$ cat config.mk
export PLATFORM = sky130hd
export DESIGN_NAME = alu_sequencer
export DESIGN_NICKNAME = d
export VERILOG_FILES = /design/src/rtl/alu_pkg.sv /design/src/rtl/alu_sequencer.sv
export SDC_FILE = /design/constraint.sdc
export NUM_CORES = 1
export LEC_CHECK = 0
export BUFFER_PORTS_ARGS = -buffer_cell sky130_fd_sc_hd__buf_2
export CORE_ASPECT_RATIO = 1.25
export CORE_MARGIN = 5
export CORE_UTILIZATION = 39
export CTS_CLUSTER_DIAMETER = 150
export CTS_CLUSTER_SIZE = 14
export DETAILED_ROUTE_END_ITERATION = 8
export GPL_TIMING_DRIVEN = 1
export PLACE_DENSITY = 0.75
export REMOVE_ABC_BUFFERS = 1
export SETUP_SLACK_MARGIN = 0.15
export SLEW_MARGIN = 0
export SYNTH_ARGS = -nofsm -noshare
export SYNTH_HDL_FRONTEND = slang
export SYNTH_SLANG_ARGS = --single-unit
$ cat constraint.sdc
create_clock -name clk -period 1.3 [get_ports clk]
set_input_delay 0.065 -clock clk [delete_from_list [all_inputs] [get_ports clk]]
set_output_delay 0.065 -clock clk [all_outputs]
set_load 0.005 [all_outputs]
$ cat src/rtl/alu_pkg.sv
// Shared ALU definitions: datapath widths, opcode encodings and the sequencer state type.
// Used by the ALU, the instruction decoder and the execute-stage sequencer.
package alu_pkg;

   localparam int DATA_WIDTH  = 8;
   localparam int ALU_OP_BITS = 4;

   localparam logic [ALU_OP_BITS-1:0] OP_PASS = 4'd0;
   localparam logic [ALU_OP_BITS-1:0] OP_ADD  = 4'd1;
   localparam logic [ALU_OP_BITS-1:0] OP_SUB  = 4'd2;
   localparam logic [ALU_OP_BITS-1:0] OP_INC  = 4'd3;
   localparam logic [ALU_OP_BITS-1:0] OP_DEC  = 4'd4;
   localparam logic [ALU_OP_BITS-1:0] OP_AND  = 4'd5;
   localparam logic [ALU_OP_BITS-1:0] OP_OR   = 4'd6;
   localparam logic [ALU_OP_BITS-1:0] OP_XOR  = 4'd7;
   localparam logic [ALU_OP_BITS-1:0] OP_ROL  = 4'd8;
   localparam logic [ALU_OP_BITS-1:0] OP_ROR  = 4'd9;
   localparam logic [ALU_OP_BITS-1:0] OP_NOT  = 4'd10;
   localparam logic [ALU_OP_BITS-1:0] OP_LAST = OP_NOT;

   typedef enum logic [1:0] {
      IDLE = 2'd0,
      EXEC = 2'd1,
      DONE = 2'd2
   } seq_state_t;

   function automatic logic op_is_legal(input logic [ALU_OP_BITS-1:0] op);
      return (op <= OP_LAST);
   endfunction

endpackage

$ cat src/rtl/alu_sequencer.sv
// Execute-stage controller: accepts ALU commands, owns the accumulator and repeats one
// op 1..2^CNT_W times, driving the sibling ALU and flag_register each iteration.
module alu_sequencer
   import alu_pkg::*;
#(
   parameter int DATA_WIDTH  = alu_pkg::DATA_WIDTH,
   parameter int ALU_OP_BITS = alu_pkg::ALU_OP_BITS,
   parameter int CNT_W       = 3
) (
   input  logic                   clk,
   input  logic                   reset,
   input  logic                   cmd_valid,
   output logic                   cmd_ready,
   input  logic [ALU_OP_BITS-1:0] cmd_op,
   input  logic [DATA_WIDTH-1:0]  cmd_src,
   input  logic [CNT_W-1:0]       cmd_count,
   input  logic                   cmd_use_carry,
   input  logic                   acc_load,
   input  logic [DATA_WIDTH-1:0]  acc_load_data,
   output logic [DATA_WIDTH-1:0]  alu_acc,
   output logic [DATA_WIDTH-1:0]  alu_src,
   output logic [ALU_OP_BITS-1:0] alu_op,
   output logic                   alu_carry_in,
   input  logic [DATA_WIDTH:0]    alu_result,
   input  logic                   carry_flag,
   output logic                   update_flags,
   output logic [DATA_WIDTH-1:0]  acc_q,
   output logic                   busy,
   output logic                   done,
   output logic                   illegal
);

   seq_state_t             r_state;
   seq_state_t             w_state_nxt;
   logic [DATA_WIDTH-1:0]  r_acc;
   logic [DATA_WIDTH-1:0]  r_src;
   logic [ALU_OP_BITS-1:0] r_op;
   logic [CNT_W-1:0]       r_cnt;
   logic                   r_use_carry;
   logic                   w_accept;
   logic                   w_legal;
   logic                   w_last;
   logic                   w_unused_cout;

   assign w_accept = cmd_valid && (r_state == IDLE);
   assign w_legal  = op_is_legal(r_op);
   assign w_last   = (r_cnt == '0);

   // The ALU carry-out is captured by flag_register; the accumulator keeps only the data bits.
   assign w_unused_cout = alu_result[DATA_WIDTH];

   always_ff @(posedge clk) begin
      if (!reset) r_state <= IDLE;
      else        r_state <= w_state_nxt;
   end

   always_comb begin
      w_state_nxt  = r_state;
      cmd_ready    = 1'b0;
      busy         = 1'b0;
      done         = 1'b0;
      illegal      = 1'b0;
      update_flags = 1'b0;
      alu_op       = OP_PASS;
      case (r_state)
         IDLE: begin
            cmd_ready = 1'b1;
            if (cmd_valid) w_state_nxt = EXEC;
         end
         EXEC: begin
            busy         = 1'b1;
            alu_op       = r_op;
            update_flags = w_legal;
            if (w_last) w_state_nxt = DONE;
         end
         DONE: begin
            busy        = 1'b1;
            done        = 1'b1;
            illegal     = !w_legal;
            w_state_nxt = IDLE;
         end
         default: w_state_nxt = IDLE;
      endcase
   end

   // A load in the accept cycle lands first, so the command's first iteration sees the loaded value.
   always_ff @(posedge clk) begin
      if (!reset) begin
         r_acc       <= '0;
         r_src       <= '0;
         r_op        <= OP_PASS;
         r_cnt       <= '0;
         r_use_carry <= 1'b0;
      end else begin
         if (r_state == IDLE && acc_load)
            r_acc <= acc_load_data;
         else if (r_state == EXEC && w_legal)
            r_acc <= alu_result[DATA_WIDTH-1:0];

         if (w_accept) begin
            r_op        <= cmd_op;
            r_src       <= cmd_src;
            r_cnt       <= cmd_count;
            r_use_carry <= cmd_use_carry;
         end else if (r_state == EXEC && !w_last) begin
            r_cnt <= r_cnt - CNT_W'(1);
         end
      end
   end

   assign alu_acc      = r_acc;
   assign alu_src      = r_src;
   assign acc_q        = r_acc;
   assign alu_carry_in = r_use_carry & carry_flag;

endmodule

Word-level counts from Yosys, hierarchy flattened --
Cells that the tools add are included.
Operators by class: $add $sub $neg 1, multiply operators 0, divide/modulo/power cells 0, order comparisons 1, eq/ne operators 4, shift operators 0, mux-type cells 13, bitwise gates (word level) 1, reductions and logical operators 12
Operator list (count):
- $mux 8 | 2
- $mux 3 | 2
- $mux 1 | 5
- $le 4x4->1 const B | 1
- $logic_and 1x1->1 | 4
- $mux 2 | 2
- $mux 4 | 1
- $ne 2x2->1 const B | 2
- $pmux 2 s2 | 1
- $reduce_bool 2->1 | 2
- $logic_not 3->1 | 1
- $sub 3x1->3 const B | 1
- $eq 2x1->1 const B | 1
- $eq 2x2->1 const B | 1
- $logic_not 1->1 | 2
- $logic_not 2->1 | 1
- $reduce_and 2->1 | 1
- $reduce_or 2->1 | 1
- $and 1x1->1 | 1
Storage, ports and cells: flip-flop bits (word level) 26, bits in latches 0, RAM bits 0, ROM bits 0, logic and storage cells 38, memories kept 0

Depth between registers and ports, before layout --
Gate-level depths: netlist of the first run.
depth in word-level cells 5, depth in mapped cells 7, gate-level depth less buffers 6

Worst setup path before layout of the first run --
No wires, ideal clock.
path kind reg-to-reg, start register r_state[0], end register r_cnt[2], setup time 0.120 ns, data arrival time 1.236 ns, data required time 1.180 ns, slack -0.056 ns, stages on the path, launching flop included 8, path buffers 2, period minus slack after synthesis 1.356 ns, cell sequence dfxtp_1 -> inv_1 -> ha_1 -> and2_1 -> buf_2 -> buf_2 -> nand2_1 -> a21oi_1
Between the ends: longest elaborated chain between the ends 3
RTL lines:
- start, declared | RTL line alu_sequencer.sv:33 | seq_state_t r_state;
- start signal, assigned | RTL line alu_sequencer.sv:54 | else r_state <= w_state_nxt;
- $eq 2x1->1 / $logic_not 2->1 (equally long branches) | RTL line alu_sequencer.sv:105, alu_sequencer.sv:45
- $logic_and 1x1->1, on equally long branches | RTL line alu_sequencer.sv:105, alu_sequencer.sv:45
- $reduce_bool 2->1 (no source line) / $mux 3 (equally long branches)
- end signal, assigned | RTL line alu_sequencer.sv:103 | r_cnt <= cmd_count;
- end signal, assigned | RTL line alu_sequencer.sv:106 | r_cnt <= r_cnt - CNT_W'(1);
- end, declared | RTL line alu_sequencer.sv:38 | logic [CNT_W-1:0] r_cnt;
Parallel ways exist; a longest one is shown, timed or not. A chain may end at the register's enable or synchronous reset.

Worst setup path in the final report of the first run --
start register r_state[1], end output port update_flags
Between the ends: longest elaborated chain between the ends 2
RTL lines:
- $eq 2x1->1 | RTL line alu_sequencer.sv:65 | case (r_state)
- $mux 1 | RTL line alu_sequencer.sv:65
- end, declared | RTL line alu_sequencer.sv:26 | output logic update_flags,
No other way between the ends.

==> results of run 1 <==
## cell families (layout without fill, tap and decap cells)
kind of cell    Yosys count  after routing  share of synthesized area (%)
simple gates             58             59                          20.93
compound gates           49             49                          22.37
flops                    26             26                          40.12
buf+inv                  20            101                          9.161
fa+ha+maj                 7              7                          6.750
xor+xnor                  1              1                         0.6751
## critical path: cells and delay by family, from the launching register on
kind,cells,cell delay [ps]
flip-flops,1,340
adder cells (fa/ha/maj),1,150
AO/OA/AOI/OAI,1,240
buffers and inverters,2,190
AND/OR/NAND/NOR,1,90
## how the worst max path moves through the flow
stage / end / cells after the start / start
floorplan: r_cnt[1] / 5 / r_state[0]
global placement: alu_src[3] / 5 / r_state[1]
detailed placement: alu_src[7] / 5 / r_state[1]
CTS: update_flags / 5 / r_state[1]
global route: update_flags / 5 / r_state[1]
finish: update_flags / 5 / r_state[1]
## repair_timing
item	in CTS	in global routing
pin swaps	20	32
gates resized for setup	29	59
endpoints found under the setup margin	35	35
gates cloned	1	1
setup buffers	4	3
## report_power, final
part	switching, W	internal, W	total (W)
clock	0.000268	0.000413	0.000681
combinational	0.000982	0.00116	0.00214
sequential	0.000165	0.000993	0.00116
## registers in the layout (all words and copies together) (netlist names)
register,count
acc_q,8
alu_src,8
r_cnt,3
r_op,4
r_state,2
r_use_carry,1
## final cells by class
cell class                 instances  area share, %
clock buffer                       3          1.922
sequential                        26          24.64
inverter                           6          1.281
tap                               37          2.155
multi-input combinational        116          42.11
clock inverter                     1          1.398
timing repair buffer              91          26.50
## metrics by stage
step                      cells  total power [W]  TNS, ps  instance area (um^2)
final                       280         0.003979   -160.8                  2148
after global routing        280         0.004228    -1156                  2148
after CTS                   276         0.003550   -246.3                  1918
after detailed placement    267         0.002554    -2048                  1708
after global placement      267         0.002514   -964.1                  1708
after floorplan             147         0.001844   -181.6                  1201
## metal layers
metal	up-vias	share of wire, %	track usage (%)
met4	0	1.8	4.953
met3	9	12	5.382
met2	67	50	28.06
met1	652	36	18.87
li1	710	-	-
met5	-	0	0
## cells in the mapped netlist
cell and instances:
o21ai_1 6, xnor2_1 1, inv_1 5, a21bo_2 1, buf_2 5, o21ai_2 1, o21ai_0 11, nand3b_1 2
and3_1 1, nand3_1 11, nor2_1 3, o211ai_1 2, dfxtp_1 26, and2_2 1, nand2_1 31, clkinv_1 1
and2_1 5, ha_1 7, buf_4 8, a21oi_1 18, a21boi_4 1, buf_6 1, nand2b_1 2, nor2b_1 1
a31oi_1 8, a211oi_2 1, and2b_4 1
==> flow_summary.json, run 1 <==
{
  "outcome": "finished, violations left",
  "violations": "setup timing",
  "worstHoldPathType": "in2reg",
  "dr_total_vias": 1438,
  "regToRegStartpoint": "r_cnt[0]",
  "cp.required_ps": 1240,
  "htreeDepth": 1,
  "critical_path_class": "reg2out",
  "root_buffer": "clkbuf_8",
  "hpwl_mm": 2.619,
  "max_freq_mhz": 737.5,
  "leakage_nw": 0.9643,
  "track_usage_pct": 16.31,
  "period_minus_slack_ps": 1356,
  "grt_pass1_wl_mm": 5.685,
  "clockBufferDepth": 2,
  "syn_area_um2": 1297,
  "post_drt_wl_per_cell_um": 14.93,
  "final_cell_mix": "buf_2, dfxtp_1, nand2_2",
  "clock_latency_ps": 280,
  "drcViolationCount": 0,
  "cts_buffers": 3,
  "yosysWarnings": 0,
  "worst-path-max-fanout": 4,
  "power.density_nw_per_um2": 1852,
  "synth_top_area_cell": "dfxtp_1",
  "cts_tree": "built",
  "first_pass_iters": 4,
  "drive_above_1_share_pct": 65.43,
  "via_per_inst": 5.136,
  "antenna_found_initial": 0,
  "die-area_um2": 4588,
  "drv_slew": 0,
  "rsz0062_at_grt": "true",
  "ir_drop_uv": 1126,
  "rows": 23,
  "ys_seq_area_share_pct": 40.12,
  "setup_slack_ps": -55.97,
  "syn_avg_cell_area_um2": 8.059,
  "num-fill-cells": 293,
  "initial_core_util_pct": 40.26,
  "cp_cell_sequence": "inv_4 > ha_4 > a21bo_4 > nor2_1 > buf_2",
  "drtIter0Drc": 76,
  "slew-limit-headroom_pct": 75.97,
  "hold_buffers": 0,
  "hold_path_depth": 3,
  "cap_viol_max_count": 0,
  "die_w_um": 61.59,
  "start_kind": "flip-flop",
  "drt_wl_total_mm": 4.181,
  "synth_top_area_share_pct": 40.12,
  "holdWs_ps": 16.94,
  "worst_hold_startpoint": "cmd_src[3]",
  "die_h_um": 74.49,
  "portBuffers": 70,
  "cts.sinks": 26,
  "synth-seq-cells": 26,
  "io-pin-count": 72,
  "grt_max_degree": 19,
  "yosys-top-cells-area": "dfxtp_1, nand2_1, a21oi_1",
  "multiInputGateArea_um2": 904.6,
  "post-place-ws_ps": -113.5,
  "r2r-end": "r_cnt[0]",
  "worstPathArrival_ps": 1290,
  "hold_violations": 0,
  "synth_cell_type_count": 27,
  "seqCellArea_um2": 529.3,
  "final_common_cell": "buf_2",
  "setup_violations": 9,
  "crit_path_max_incr_delay_ps": 340,
  "drtAntennaViolNets": 0,
  "fin_worst_skew_ps": 6.726,
  "syn_inst": 161,
  "core-area_um2": 3223,
  "end_kind": "output pin",
  "grt_pass1_vias": 1312,
  "r2r_cells": 6,
  "holdPathEnd": "alu_src[3]",
  "slowest_stage": "dfxtp_2",
  "final_core_util_pct": 66.65,
  "area_growth_pct": 65.57,
  "antenna_cells": 0,
  "num-nets-final": 289,
  "reg2reg_slack_ps": -30,
  "path_clk_slew_ps": 90,
  "worst_pin_slew_ps": 359.5,
  "gp_congestion": 0.7527,
  "grt_overflow": 0,
  "final.period_utilization_pct": 104.3
}
No activity file was read; power rests on OpenSTA's default activity.
==> run 2: changes to the inputs <==
--- a/config.mk
+++ b/config.mk
@@ -6,14 +6,16 @@
 export NUM_CORES = 1
 export LEC_CHECK = 0
 export BUFFER_PORTS_ARGS = -buffer_cell sky130_fd_sc_hd__buf_2
+export CELL_PAD_IN_SITES_DETAIL_PLACEMENT = 0
+export CELL_PAD_IN_SITES_GLOBAL_PLACEMENT = 2
 export CORE_ASPECT_RATIO = 1.25
 export CORE_MARGIN = 5
-export CORE_UTILIZATION = 39
+export CORE_UTILIZATION = 20
 export CTS_CLUSTER_DIAMETER = 150
 export CTS_CLUSTER_SIZE = 14
 export DETAILED_ROUTE_END_ITERATION = 8
 export GPL_TIMING_DRIVEN = 1
-export PLACE_DENSITY = 0.75
+export PLACE_DENSITY_LB_ADDON = 0.1
 export REMOVE_ABC_BUFFERS = 1
 export SETUP_SLACK_MARGIN = 0.15
 export SLEW_MARGIN = 0
==> flow_summary.json, run 2 (synthesis results as in run 1) <==
{
  "power.density_nw_per_um2": 1845,
  "worst-path-max-fanout": 5,
  "hpwl_mm": 3.233,
  "drtAntennaViolNets": 0,
  "initial_core_util_pct": 20.77,
  "clock_latency_ps": 270,
  "first_pass_iters": 4,
  "htreeDepth": 1,
  "hold_buffers": 0,
  "max_freq_mhz": 744.3,
  "period_minus_slack_ps": 1344,
  "worst_pin_slew_ps": 342.9,
  "final.period_utilization_pct": 103.3,
  "seqPwrFrac_pct": 28.0,
  "critical_path_class": "reg2out",
  "portBuffers": 70,
  "die_w_um": 82.04,
  "ir_drop_uv": 554.1,
  "hold_violations": 0,
  "root_buffer": "clkbuf_8",
  "multiInputGateArea_um2": 848.3,
  "outcome": "finished, violations left",
  "drive_above_1_share_pct": 60.66,
  "drcViolationCount": 0,
  "holdWs_ps": 16.01,
  "seqCellArea_um2": 528.0,
  "drt_wl_total_mm": 4.605,
  "cts_tree": "built",
  "clockBufferDepth": 2,
  "setup_violations": 14,
  "path_clk_slew_ps": 100,
  "via_per_inst": 4.374,
  "grt_max_degree": 19,
  "fin_worst_skew_ps": 4.355,
  "cap_viol_max_count": 0,
  "num-nets-final": 290,
  "post_drt_wl_per_cell_um": 14.00,
  "internal_power_w": 0.002657,
  "slew-limit-headroom_pct": 77.07,
  "track_usage_pct": 10.91,
  "dr_total_vias": 1439,
  "io-pin-count": 72,
  "rsz0062_at_grt": "true",
  "area_growth_pct": 70.01,
  "cts.sinks": 26,
  "start_kind": "flip-flop",
  "grt_overflow": 0,
  "core-area_um2": 6246,
  "worstHoldPathType": "in2reg",
  "post-place-ws_ps": -179.1,
  "num-fill-cells": 676,
  "antenna_found_initial": 0,
  "p_comb_share_pct": 55.1,
  "final_common_cell": "buf_2",
  "p_sw_w": 0.001412,
  "antenna_cells": 0,
  "die-area_um2": 8208,
  "rows": 32,
  "end_kind": "output pin",
  "die_h_um": 100.1,
  "place_area_um2": 1775,
  "final_cell_mix": "buf_2, dfxtp_1, nand2_1",
  "gp_congestion": 0.6567,
  "grt_pass1_wl_mm": 7.017,
  "swShare_pct": 34.70,
  "drtIter0Drc": 44,
  "cp.required_ps": 1240,
  "worstPathArrival_ps": 1280,
  "p_clk_share_pct": 16.9,
  "setup_slack_ps": -43.53,
  "stdcell_area_um2": 2206,
  "cts_buffers": 3,
  "grt_pass1_vias": 1509,
  "violations": "setup timing",
  "drv_slew": 0,
  "leakage_nw": 0.9665
}
-- run 2: cell count changes in the layout (fill, tap and decap cells not counted), sizes merged --
cell	delta
buf	+1
-- run 2: power by group through the flow --
| stage | Combinational [W] | Clock, W | Sequential (W) |
|---|---|---|---|
| 2_1_floorplan | 0.000713 | 0 | 0.00113 |
| 3_3_place_gp | 0.00147 | 0 | 0.00110 |
| 3_5_place_dp | 0.00149 | 0 | 0.00112 |
| 4_1_cts | 0.00196 | 0.000709 | 0.00113 |
| 5_1_grt | 0.00246 | 0.000745 | 0.00116 |
| 6_report | 0.00224 | 0.000686 | 0.00114 |
-- run 2: repair_timing --
item                                    CTS  global route
setup buffers                             4             3
resized for setup                        44            32
gates cloned                              1             1
endpoints found under the setup margin   35            35
pin swaps                                14            18
-- run 2: layout make-up --
type / count / share of cell area (%)
clock buffer: 3 / 1.872
clock inverter: 1 / 1.361
inverter: 6 / 1.248
multi-input combinational: 116 / 38.46
sequential: 26 / 23.94
tap: 85 / 4.821
timing repair buffer: 92 / 28.30
-- run 2: metrics by stage --
stage	utilization [%]	std cells	TNS, ps	total power, W
6_report	35.32	329	-229.1	0.004069
5_1_grt	35.32	329	-1296	0.004366
4_1_cts	32.89	325	-255.6	0.003796
3_5_place_dp	28.43	316	-3111	0.002608
3_3_place_gp	28.43	316	-1348	0.002570
2_1_floorplan	-	147	-181.6	0.001844
-- run 2: final timing paths --
path             endpoint  cells past startpoint  slack (ps)         from
min            alu_src[0]                      3          20   cmd_src[0]
max          update_flags                      5         -40   r_state[1]
max reg2reg      acc_q[6]                      6         -40   r_state[1]
min reg2reg   r_use_carry                      2         460  r_use_carry
-- run 2: layer usage --
layer	wire [um]	global-route usage [%]	up-vias
met1	1962	12.76	673
met4	14	2.685	0
met5	0	0	-
met2	2302	19.42	52
li1	-	-	712
met3	326	2.873	2
-- run 2: critical path, cell delays in order, from the launching register on --
cell     delay [ps]
dfxtp_2         350
inv_4            80
ha_4            160
a21bo_4         240
nor2_2           60
buf_2           110
